$ cat src/rtl/mesh_traffic_ctrl.sv
// Traffic-pattern sequencer for an N-PE mesh NoC.
// Derives per-PE destination sequences and packet counts from node IDs, then runs the
// flush -> settle -> enable -> wait-for-finish sequence and reports completion, timeout
// and run length.
module mesh_traffic_ctrl #(
   parameter int unsigned PE_NUM     = 8,
   parameter int unsigned ADDR_W     = 3,
   parameter int unsigned NUM_W      = 3,
   parameter int unsigned SEQ_LEN    = 8,
   parameter int unsigned RATE_W     = 4,
   parameter int unsigned MODE_W     = 4,
   parameter int unsigned FLUSH_CYC  = 4,
   parameter int unsigned SETTLE_CYC = 50,
   parameter int unsigned CNT_W      = 16
) (
   input  logic                             clk,
   input  logic                             rst_n,
   input  logic                             start,
   input  logic [2:0]                       pattern_sel,
   input  logic [NUM_W-1:0]                 cfg_num,
   input  logic [RATE_W-1:0]                cfg_rate,
   input  logic [MODE_W-1:0]                cfg_mode,
   input  logic                             cfg_dbg,
   input  logic [ADDR_W-1:0]                hotspot_id,
   input  logic [CNT_W-1:0]                 timeout_lim,
   output logic [PE_NUM-1:0]                pe_enable,
   output logic [PE_NUM-1:0]                pe_dbg_mode_wire,
   output logic [PE_NUM*NUM_W-1:0]          pe_send_num_wire,
   output logic [PE_NUM*NUM_W-1:0]          pe_receive_num_wire,
   output logic [PE_NUM*RATE_W-1:0]         pe_rate_wire,
   output logic [PE_NUM*SEQ_LEN*ADDR_W-1:0] pe_dst_seq_wire,
   output logic [PE_NUM*MODE_W-1:0]         pe_mode_wire,
   output logic [PE_NUM-1:0]                pe_flush_wire,
   input  logic [PE_NUM-1:0]                pe_task_send_finish_flag,
   input  logic [PE_NUM-1:0]                pe_task_receive_finish_flag,
   output logic                             busy,
   output logic                             done,
   output logic                             timeout,
   output logic [CNT_W-1:0]                 cycle_count
);

   localparam int unsigned SeqW  = SEQ_LEN * ADDR_W;
   localparam int unsigned ProdW = NUM_W + ADDR_W;
   localparam int unsigned PhMax = (FLUSH_CYC > SETTLE_CYC) ? FLUSH_CYC : SETTLE_CYC;
   localparam int unsigned PhW   = $clog2(PhMax + 1);

   localparam logic [2:0] PatComplement = 3'd0;
   localparam logic [2:0] PatReverse    = 3'd1;
   localparam logic [2:0] PatRotation   = 3'd2;
   localparam logic [2:0] PatShuffle    = 3'd3;
   localparam logic [2:0] PatTornado    = 3'd4;
   localparam logic [2:0] PatNeighbor   = 3'd5;
   localparam logic [2:0] PatHotspot    = 3'd6;

   typedef enum logic [2:0] {
      StIdle,
      StFlush,
      StSettle,
      StRun,
      StDone
   } state_e;

   state_e               state_q;
   logic [PhW-1:0]       timer_q;
   logic [CNT_W-1:0]     lim_q;
   logic                 accept;
   logic                 all_finished;
   logic [CNT_W-1:0]     cnt_inc;

   logic [PE_NUM*SeqW-1:0]  dst_seq_d;
   logic [PE_NUM*NUM_W-1:0] send_d;
   logic [PE_NUM*NUM_W-1:0] recv_d;
   logic [ProdW-1:0]        hot_prod;
   logic [NUM_W-1:0]        hot_recv;

   assign accept       = (state_q == StIdle) && start;
   assign busy         = (state_q != StIdle);
   assign all_finished = (&pe_task_send_finish_flag) & (&pe_task_receive_finish_flag);
   assign cnt_inc      = (&cycle_count) ? cycle_count : cycle_count + CNT_W'(1);

   // Destination of node id under the selected pattern; all arithmetic wraps mod PE_NUM.
   function automatic logic [ADDR_W-1:0] dst_of(input logic [ADDR_W-1:0] id,
                                                input logic [2:0]        sel,
                                                input logic [ADDR_W-1:0] hot);
      logic [ADDR_W-1:0] rev;
      logic [ADDR_W-1:0] ror;
      logic [ADDR_W-1:0] rol;
      for (int b = 0; b < int'(ADDR_W); b++) begin
         rev[b] = id[int'(ADDR_W) - 1 - b];
         ror[b] = id[(b + 1) % int'(ADDR_W)];
         rol[b] = id[(b + int'(ADDR_W) - 1) % int'(ADDR_W)];
      end
      case (sel)
         PatComplement: dst_of = ~id;
         PatReverse:    dst_of = rev;
         PatRotation:   dst_of = ror;
         PatShuffle:    dst_of = rol;
         PatTornado:    dst_of = id + ADDR_W'(PE_NUM / 2 - 1);
         PatNeighbor:   dst_of = id + ADDR_W'(1);
         PatHotspot:    dst_of = hot;
         default:       dst_of = id;
      endcase
   endfunction

   // Compute the configuration that an accepted start will latch.
   always_comb begin
      dst_seq_d = '0;
      send_d    = '0;
      recv_d    = '0;
      // The hotspot receives from every other PE; clamp to the count field.
      hot_prod  = ProdW'(PE_NUM - 1) * ProdW'(cfg_num);
      hot_recv  = (hot_prod > ProdW'({NUM_W{1'b1}})) ? {NUM_W{1'b1}} : hot_prod[NUM_W-1:0];
      for (int i = 0; i < int'(PE_NUM); i++) begin
         dst_seq_d[i*SeqW +: SeqW] = {SEQ_LEN{dst_of(ADDR_W'(i), pattern_sel, hotspot_id)}};
         if (pattern_sel == PatHotspot) begin
            if (ADDR_W'(i) == hotspot_id) begin
               send_d[i*NUM_W +: NUM_W] = '0;
               recv_d[i*NUM_W +: NUM_W] = hot_recv;
            end else begin
               send_d[i*NUM_W +: NUM_W] = cfg_num;
               recv_d[i*NUM_W +: NUM_W] = '0;
            end
         end else begin
            send_d[i*NUM_W +: NUM_W] = cfg_num;
            recv_d[i*NUM_W +: NUM_W] = cfg_num;
         end
      end
   end

   // Capture configuration on the start-accept edge and hold it for the whole run.
   always_ff @(posedge clk or negedge rst_n) begin
      if (!rst_n) begin
         pe_dst_seq_wire     <= '0;
         pe_send_num_wire    <= '0;
         pe_receive_num_wire <= '0;
         pe_rate_wire        <= '0;
         pe_mode_wire        <= '0;
         pe_dbg_mode_wire    <= '0;
         lim_q               <= '0;
      end else if (accept) begin
         pe_dst_seq_wire     <= dst_seq_d;
         pe_send_num_wire    <= send_d;
         pe_receive_num_wire <= recv_d;
         pe_rate_wire        <= {PE_NUM{cfg_rate}};
         pe_mode_wire        <= {PE_NUM{cfg_mode}};
         pe_dbg_mode_wire    <= {PE_NUM{cfg_dbg}};
         lim_q               <= timeout_lim;
      end
   end

   // Run sequencer: flush, settle, run until all PEs finish or the limit hits, then pulse done.
   always_ff @(posedge clk or negedge rst_n) begin
      if (!rst_n) begin
         state_q       <= StIdle;
         timer_q       <= '0;
         pe_enable     <= '0;
         pe_flush_wire <= '1;
         done          <= 1'b0;
         timeout       <= 1'b0;
         cycle_count   <= '0;
      end else begin
         done <= 1'b0;
         unique case (state_q)
            StIdle: begin
               if (start) begin
                  state_q       <= StFlush;
                  timer_q       <= PhW'(FLUSH_CYC - 1);
                  pe_flush_wire <= '1;
                  timeout       <= 1'b0;
                  cycle_count   <= '0;
               end
            end
            StFlush: begin
               if (timer_q == '0) begin
                  state_q       <= StSettle;
                  timer_q       <= PhW'(SETTLE_CYC - 1);
                  pe_flush_wire <= '0;
               end else begin
                  timer_q <= timer_q - PhW'(1);
               end
            end
            StSettle: begin
               if (timer_q == '0) begin
                  state_q   <= StRun;
                  pe_enable <= '1;
               end else begin
                  timer_q <= timer_q - PhW'(1);
               end
            end
            StRun: begin
               cycle_count <= cnt_inc;
               // cycle_count is still zero in the first RUN cycle, masking stale flags.
               if ((cycle_count != '0) && all_finished) begin
                  state_q   <= StDone;
                  pe_enable <= '0;
                  done      <= 1'b1;
               end else if ((lim_q != '0) && (cnt_inc == lim_q)) begin
                  state_q   <= StDone;
                  pe_enable <= '0;
                  done      <= 1'b1;
                  timeout   <= 1'b1;
               end
            end
            StDone: begin
               state_q <= StIdle;
            end
            default: begin
               state_q <= StIdle;
            end
         endcase
      end
   end

endmodule

$ cat config.mk
export PLATFORM = sky130hd
export DESIGN_NAME = mesh_traffic_ctrl
export DESIGN_NICKNAME = d
export VERILOG_FILES = /design/src/rtl/mesh_traffic_ctrl.sv
export SDC_FILE = /design/constraint.sdc
export NUM_CORES = 1
export LEC_CHECK = 0
export ABC_CLOCK_PERIOD_IN_PS = 5600
export CAP_MARGIN = 20
export CORE_AREA = 2 2 157 159
export CTS_BUF_LIST = sky130_fd_sc_hd__clkbuf_4 sky130_fd_sc_hd__clkbuf_8
export DETAILED_ROUTE_END_ITERATION = 16
export DIE_AREA = 0 0 159 161
export HOLD_SLACK_MARGIN = 0.12
export PLACE_DENSITY = 0.72
export SYNTH_ARGS = -nofsm -noshare
export SYNTH_HDL_FRONTEND = slang
export SYNTH_SLANG_ARGS = --single-unit
$ cat constraint.sdc
create_clock -name clk -period 5.6 [get_ports clk]
set_input_delay 1.12 -clock clk [delete_from_list [all_inputs] [get_ports clk]]
set_output_delay 1.12 -clock clk [all_outputs]
set_load 0.02 [all_outputs]
==> After elaboration in Yosys (flattened, before gate mapping) <==
Index checks and enable logic that the tools add are counted.
{ "totals": {"out_inout_bits": 347, "in_bits": 53, "word_cells": 142, "reg_bits": 364} }
{ "op_classes": {"eq_ne": 24, "n_mux": 68, "n_addsub": 2, "n_bitwise": 1, "n_reduce_logical": 31, "multipliers": 1, "order_cmp": 1} }
{ "op_table": {"columns": ["operator", "count"], "rows": [
  ["$mux W3", 38],
  ["$pmux W3 S4", 4],
  ["$pmux W3 S5", 3],
  ["$mux W8", 5],
  ["$mux W16", 2],
  ["$pmux W16 S2", 1],
  ["$pmux W8 S2", 2],
  ["$reduce_bool A16 Y1", 2],
  ["$mux W6", 3],
  ["$pmux W3 S6", 1],
  ["$pmux W6 S3", 1],
  ["$add A16 B1 Y16 const B", 1],
  ["$eq A16 B16 Y1", 1],
  ["$reduce_and A16 Y1", 1],
  ["$reduce_and A8 Y1", 2],
  ["$eq A3 B2 Y1 const B", 4],
  ["$eq A3 B3 Y1 const A", 4],
  ["$ne A2 B2 Y1 const B", 6],
  ["$reduce_or A2 Y1", 6],
  ["$eq A3 B3 Y1 const B", 3],
  ["$logic_not A3 Y1", 3],
  ["$pmux W3 S3", 1],
  ["$reduce_and A3 Y1", 3],
  ["$reduce_and A4 Y1", 2],
  ["other kinds (16)", 29]
]} }

==> Logic depth before layout (Yosys ltp) <==
{ "logic_depth": {"depth_word": 7, "mapped_depth": 11, "depth_no_buf": 11} }

==> Worst setup path after synthesis <==
OpenSTA, ideal clock, no wires.
{ "synth_timing": {"path_type": "input -> register", "from": "input port cfg_num[0]", "to": "register pe_receive_num_wire[11]", "path_stages": 8, "setup_time_ps": 121, "setup_slack_ps": 2500, "t_arrival_ps": 2979, "path_cell_list": "fa_1 ha_1 fa_1 a21oi_1 nand2_1 nor2_1 nor2_1 o22a_1"} }
{ "synth_via": {"elab_chain_cells": 5} }
{ "synth_lines": {"columns": ["item", "line", "text"], "rows": [
  ["from (decl)", "20", "input logic [NUM_W-1:0] cfg_num,"],
  ["$mul A3 B3 Y6 (*)", "111", "hot_prod = ProdW'(PE_NUM - 1) * ProdW'(cfg_num);"],
  ["$gt A6 B3 Y1", "112", "hot_recv = (hot_prod > ProdW'({NUM_W{1'b1}})) ? {NUM_W{1'b1}} : hot_prod[NUM_W-1:0];"],
  ["$mux W3 (*)", "112", null],
  ["$mux W3 (*)", "116", "if (ADDR_W'(i) == hotspot_id) begin"],
  ["$mux W3 (*)", "115", "if (pattern_sel == PatHotspot) begin"],
  ["to (signal assigned)", "143", "pe_receive_num_wire <= recv_d;"],
  ["to (decl)", "29", "output logic [PE_NUM*NUM_W-1:0] pe_receive_num_wire,"]
]} }
Every way passes the cells marked *; elsewhere a longest branch is shown, timed or not.
A chain may end at the register's enable or synchronous reset.

==> Worst setup path after layout <==
{ "layout_timing": {"from": "input port cfg_num[2]", "to": "register pe_receive_num_wire[2]"} }
{ "layout_via": {"elab_chain_cells": 5} }
{ "layout_lines": {"columns": ["item", "line"], "rows": [
  ["$mul A3 B3 Y6", "111"],
  ["$gt A6 B3 Y1", "112"],
  ["$mux W3", "112"],
  ["$mux W3", "116"],
  ["$mux W3 (*)", "115"]
]} }
Marked as above.

==> out/summary.txt <==
run status -> complete, no violations
Synth Instances -> 991
fin nets -> 1,188
IO Pins -> 400
CTS Sinks -> 126
global-route wire length before repair -> 36.95 mm
dpl hpwl -> 17.81 mm
post-route cell area -> 11,220 um^2
setup TNS -> 0 ns
Crit path max-delay family -> adder cells
maximum clock rate -> 277.8 MHz
Setup Fix Bufs, Post-CTS -> 0
Residual DRC -> 0
area grow syn2layout -> 31.73%
Post-synth ARST share -> 100.0%
die width -> 159 um
YS warnings -> 0
hold_ws -> 0.4869 ns
post-route clock skew -> 0.01686 ns
clock-pin transition on the worst setup and hold timing paths -> 0.08 ns
largest net degree at the start of global routing -> 64
Most used DFF post-synth -> dfrtp_1
CP bufs+invs -> 1
Worst setup SP type -> input pin
Starting Density -> 35.54%
CTS Hold Bufs -> 0
Mapped Nets -> 1,057
register area -> 3154 um^2
Cell Area, Synth -> 8517 um^2
initial antenna violation count -> 1
fin crit period -> 3.600 ns
Worst-Skew Late Latency -> 0.44 ns
Unique masters post-synth -> 71
worst-case clock buffer depth -> 2
TritonCTS clock tree -> done
crit-path cells -> clkdlybuf4s50_1, fa_1, ha_1, fa_1, o21ai_0, nand2_1, nor2_1, nor2_1, o22a_1
die area -> 25,600 um^2
multi-input logic area -> 3231 um^2
Crit path arrival time -> 3.93 ns
Pins Over Slew Limit -> 0
Tightest Pin Transition -> 0.8914 ns
DR vias -> 7,153
Mean Syn Cell Area -> 8.594 um^2
worst setup margin -> 2.000 ns
most frequent cells in the layout -> clkdlybuf4s50_1 (398), nand2_1 (169), dfrtp_1 (125)
final WL -> 23.79 mm
slowest stage delay, CP -> 0.64 ns
setup violators final -> 0
Lkg Pwr -> 4.650 nW
Vert. Die Dim -> 161 um
fillers -> 2,292
diode count -> 0
DRT antenna net count -> 0
grt total ovfl -> 0
Tcrit/Tclk final -> 64.29%
routability congestion estimate -> 0.8797
slowest CP cell -> clkdlybuf4s50_1
sequential area share after synthesis -> 37.04%
clock root cell -> clkbuf_8
mean routed wirelength per cell -> 16.31 um
drt pass-1 iters -> 5
CP required -> 5.93 ns
most common cell after layout, fill and taps aside -> clkdlybuf4s50_1
Pwr Density -> 214.0 nW/um^2
pre-CTS setup slack -> 1.585 ns
maximum vdd drop -> 150.8 uV
Setup crit end kind -> flop
max cap viols -> 0
total power -> 2.401 mW
Rows -> 57
worst hold path type -> flop to flop
Inst Count DP -> 1,426
initial DRC count -> 504
final hold vios -> 0
number of port buffers -> 399
Post-DP Area -> 10,860 um^2
number of global-route vias before repair -> 6,684
Setup Crit Path Kind -> input pin to flop
layout cells sized above 1 -> 5.815%
CTS resizes -> 0
Vias/cell -> 4.903
# H-tree levels -> 4
EDFF count, synth -> 0
Core Area -> 23,960 um^2
Global Route Usage Sum -> 17.89%
final core occ -> 46.82%
RSZ-0062 raised after global routing -> false
Num CTS Buffers -> 17
CP Max Fanout -> 8
Post-Layout Cell Count -> 1,459
Slew HR -> 40.45%
flops & latches, synth -> 126
==> sequential cells by signal, indices dropped and copies added (netlist names), 3 cells and up <==
register / count
pe_mode_wire: 4
cycle_count: 16
pe_send_num_wire: 24
timer_q: 6
pe_dst_seq_wire: 24
lim_q: 16
pe_receive_num_wire: 24
pe_rate_wire: 4
state_q: 3
==> path summary, 6_finish.rpt <==
path | slack (ns) | startpoint | depth (start not counted) | end
min in group asynchronous | 0.60 | rst_n | 1 | pe_send_num_wire[8]
hold / removal | 0.49 | pe_send_num_wire[1] | 2 | pe_send_num_wire[1]
setup reg to reg | 2.21 | cycle_count[0] | 10 | state_q[1]
setup / recovery | 2.00 | cfg_num[2] | 9 | pe_receive_num_wire[2]
hold reg to reg | 0.49 | pe_send_num_wire[1] | 2 | pe_send_num_wire[1]
max in group asynchronous | 3.82 | rst_n | 2 | timer_q[1]
==> layout make-up <==
class	count	area share (%)
Clock buffer	19	2.219
Clock inverter	13	0.9368
Inverter	13	0.4349
Multi-Input combinational cell	560	28.79
Sequential cell	126	28.11
Tap cell	324	3.613
Timing Repair Buffer	404	35.89
==> logic make-up (layout without fill, tap and decap cells) <==
kind of cell    Yosys count  count (layout)  share of synthesized area [%]
mux                       6               6                         0.7639
flops                   126             126                          37.04
fa+ha+maj                13              13                          2.174
buf+inv                 305             449                          25.14
simple gates            344             344                          18.85
compound gates          178             178                          13.77
xor+xnor                 19              19                          2.277
==> power breakdown <==
group / leakage (nW) / switching (mW) / internal, mW
Clock: 0.177 / 0.410 / 0.325
Sequential: 1.69 / 0.125 / 0.959
Combinational: 2.78 / 0.327 / 0.254
Total: 4.65 / 0.863 / 1.54
==> cell usage after synthesis (3+ instances only) <==
cell,number,area (um^2)
buf_4,247,1854
nand2_1,170,638.1
dfrtp_1,125,3128
nor2_1,66,247.7
o21ai_0,63,315.3
a21oi_1,31,155.2
clkbuf_1,31,116.4
o22a_1,18,157.7
o31ai_1,16,120.1
nand3_1,15,75.07
nand4_1,13,81.33
inv_1,12,45.04
nor4_1,12,75.07
nor3_1,11,55.05
ha_1,10,125.1
xnor2_1,10,87.58
nor2b_1,9,56.30
a31oi_1,8,50.05
and2_1,8,50.05
a211oi_1,7,52.55
a21o_1,7,52.55
xor2_1,7,61.31
a311oi_1,5,43.79
and3_1,5,31.28
and3_2,5,37.54
buf_2,5,25.02
mux2i_1,5,50.05
nand2b_1,5,31.28
clkbuf_8,4,55.05
o211ai_1,4,30.03
a2111oi_0,3,26.28
fa_1,3,60.06
==> worst reg2reg max path, cell delays in order, from the launching register on <==
cell	delay [ns]
dfrtp_1	0.57
ha_1	0.41
nand4_1	0.22
nor4_1	0.52
and3b_2	0.30
a2111oi_0	0.07
clkbuf_2	0.18
a2111oi_4	0.34
nand4_2	0.23
o21ai_2	0.29
a311oi_2	0.13
==> metal layers <==
layer	up-vias	global-route usage [%]	wire [um]
met5	-	0	0
met4	0	5.413	286
met3	22	3.852	1527
met2	322	29.76	11650
met1	3443	23.48	10330
li1	3366	-	-
No activity file was read; power rests on OpenSTA's default activity.
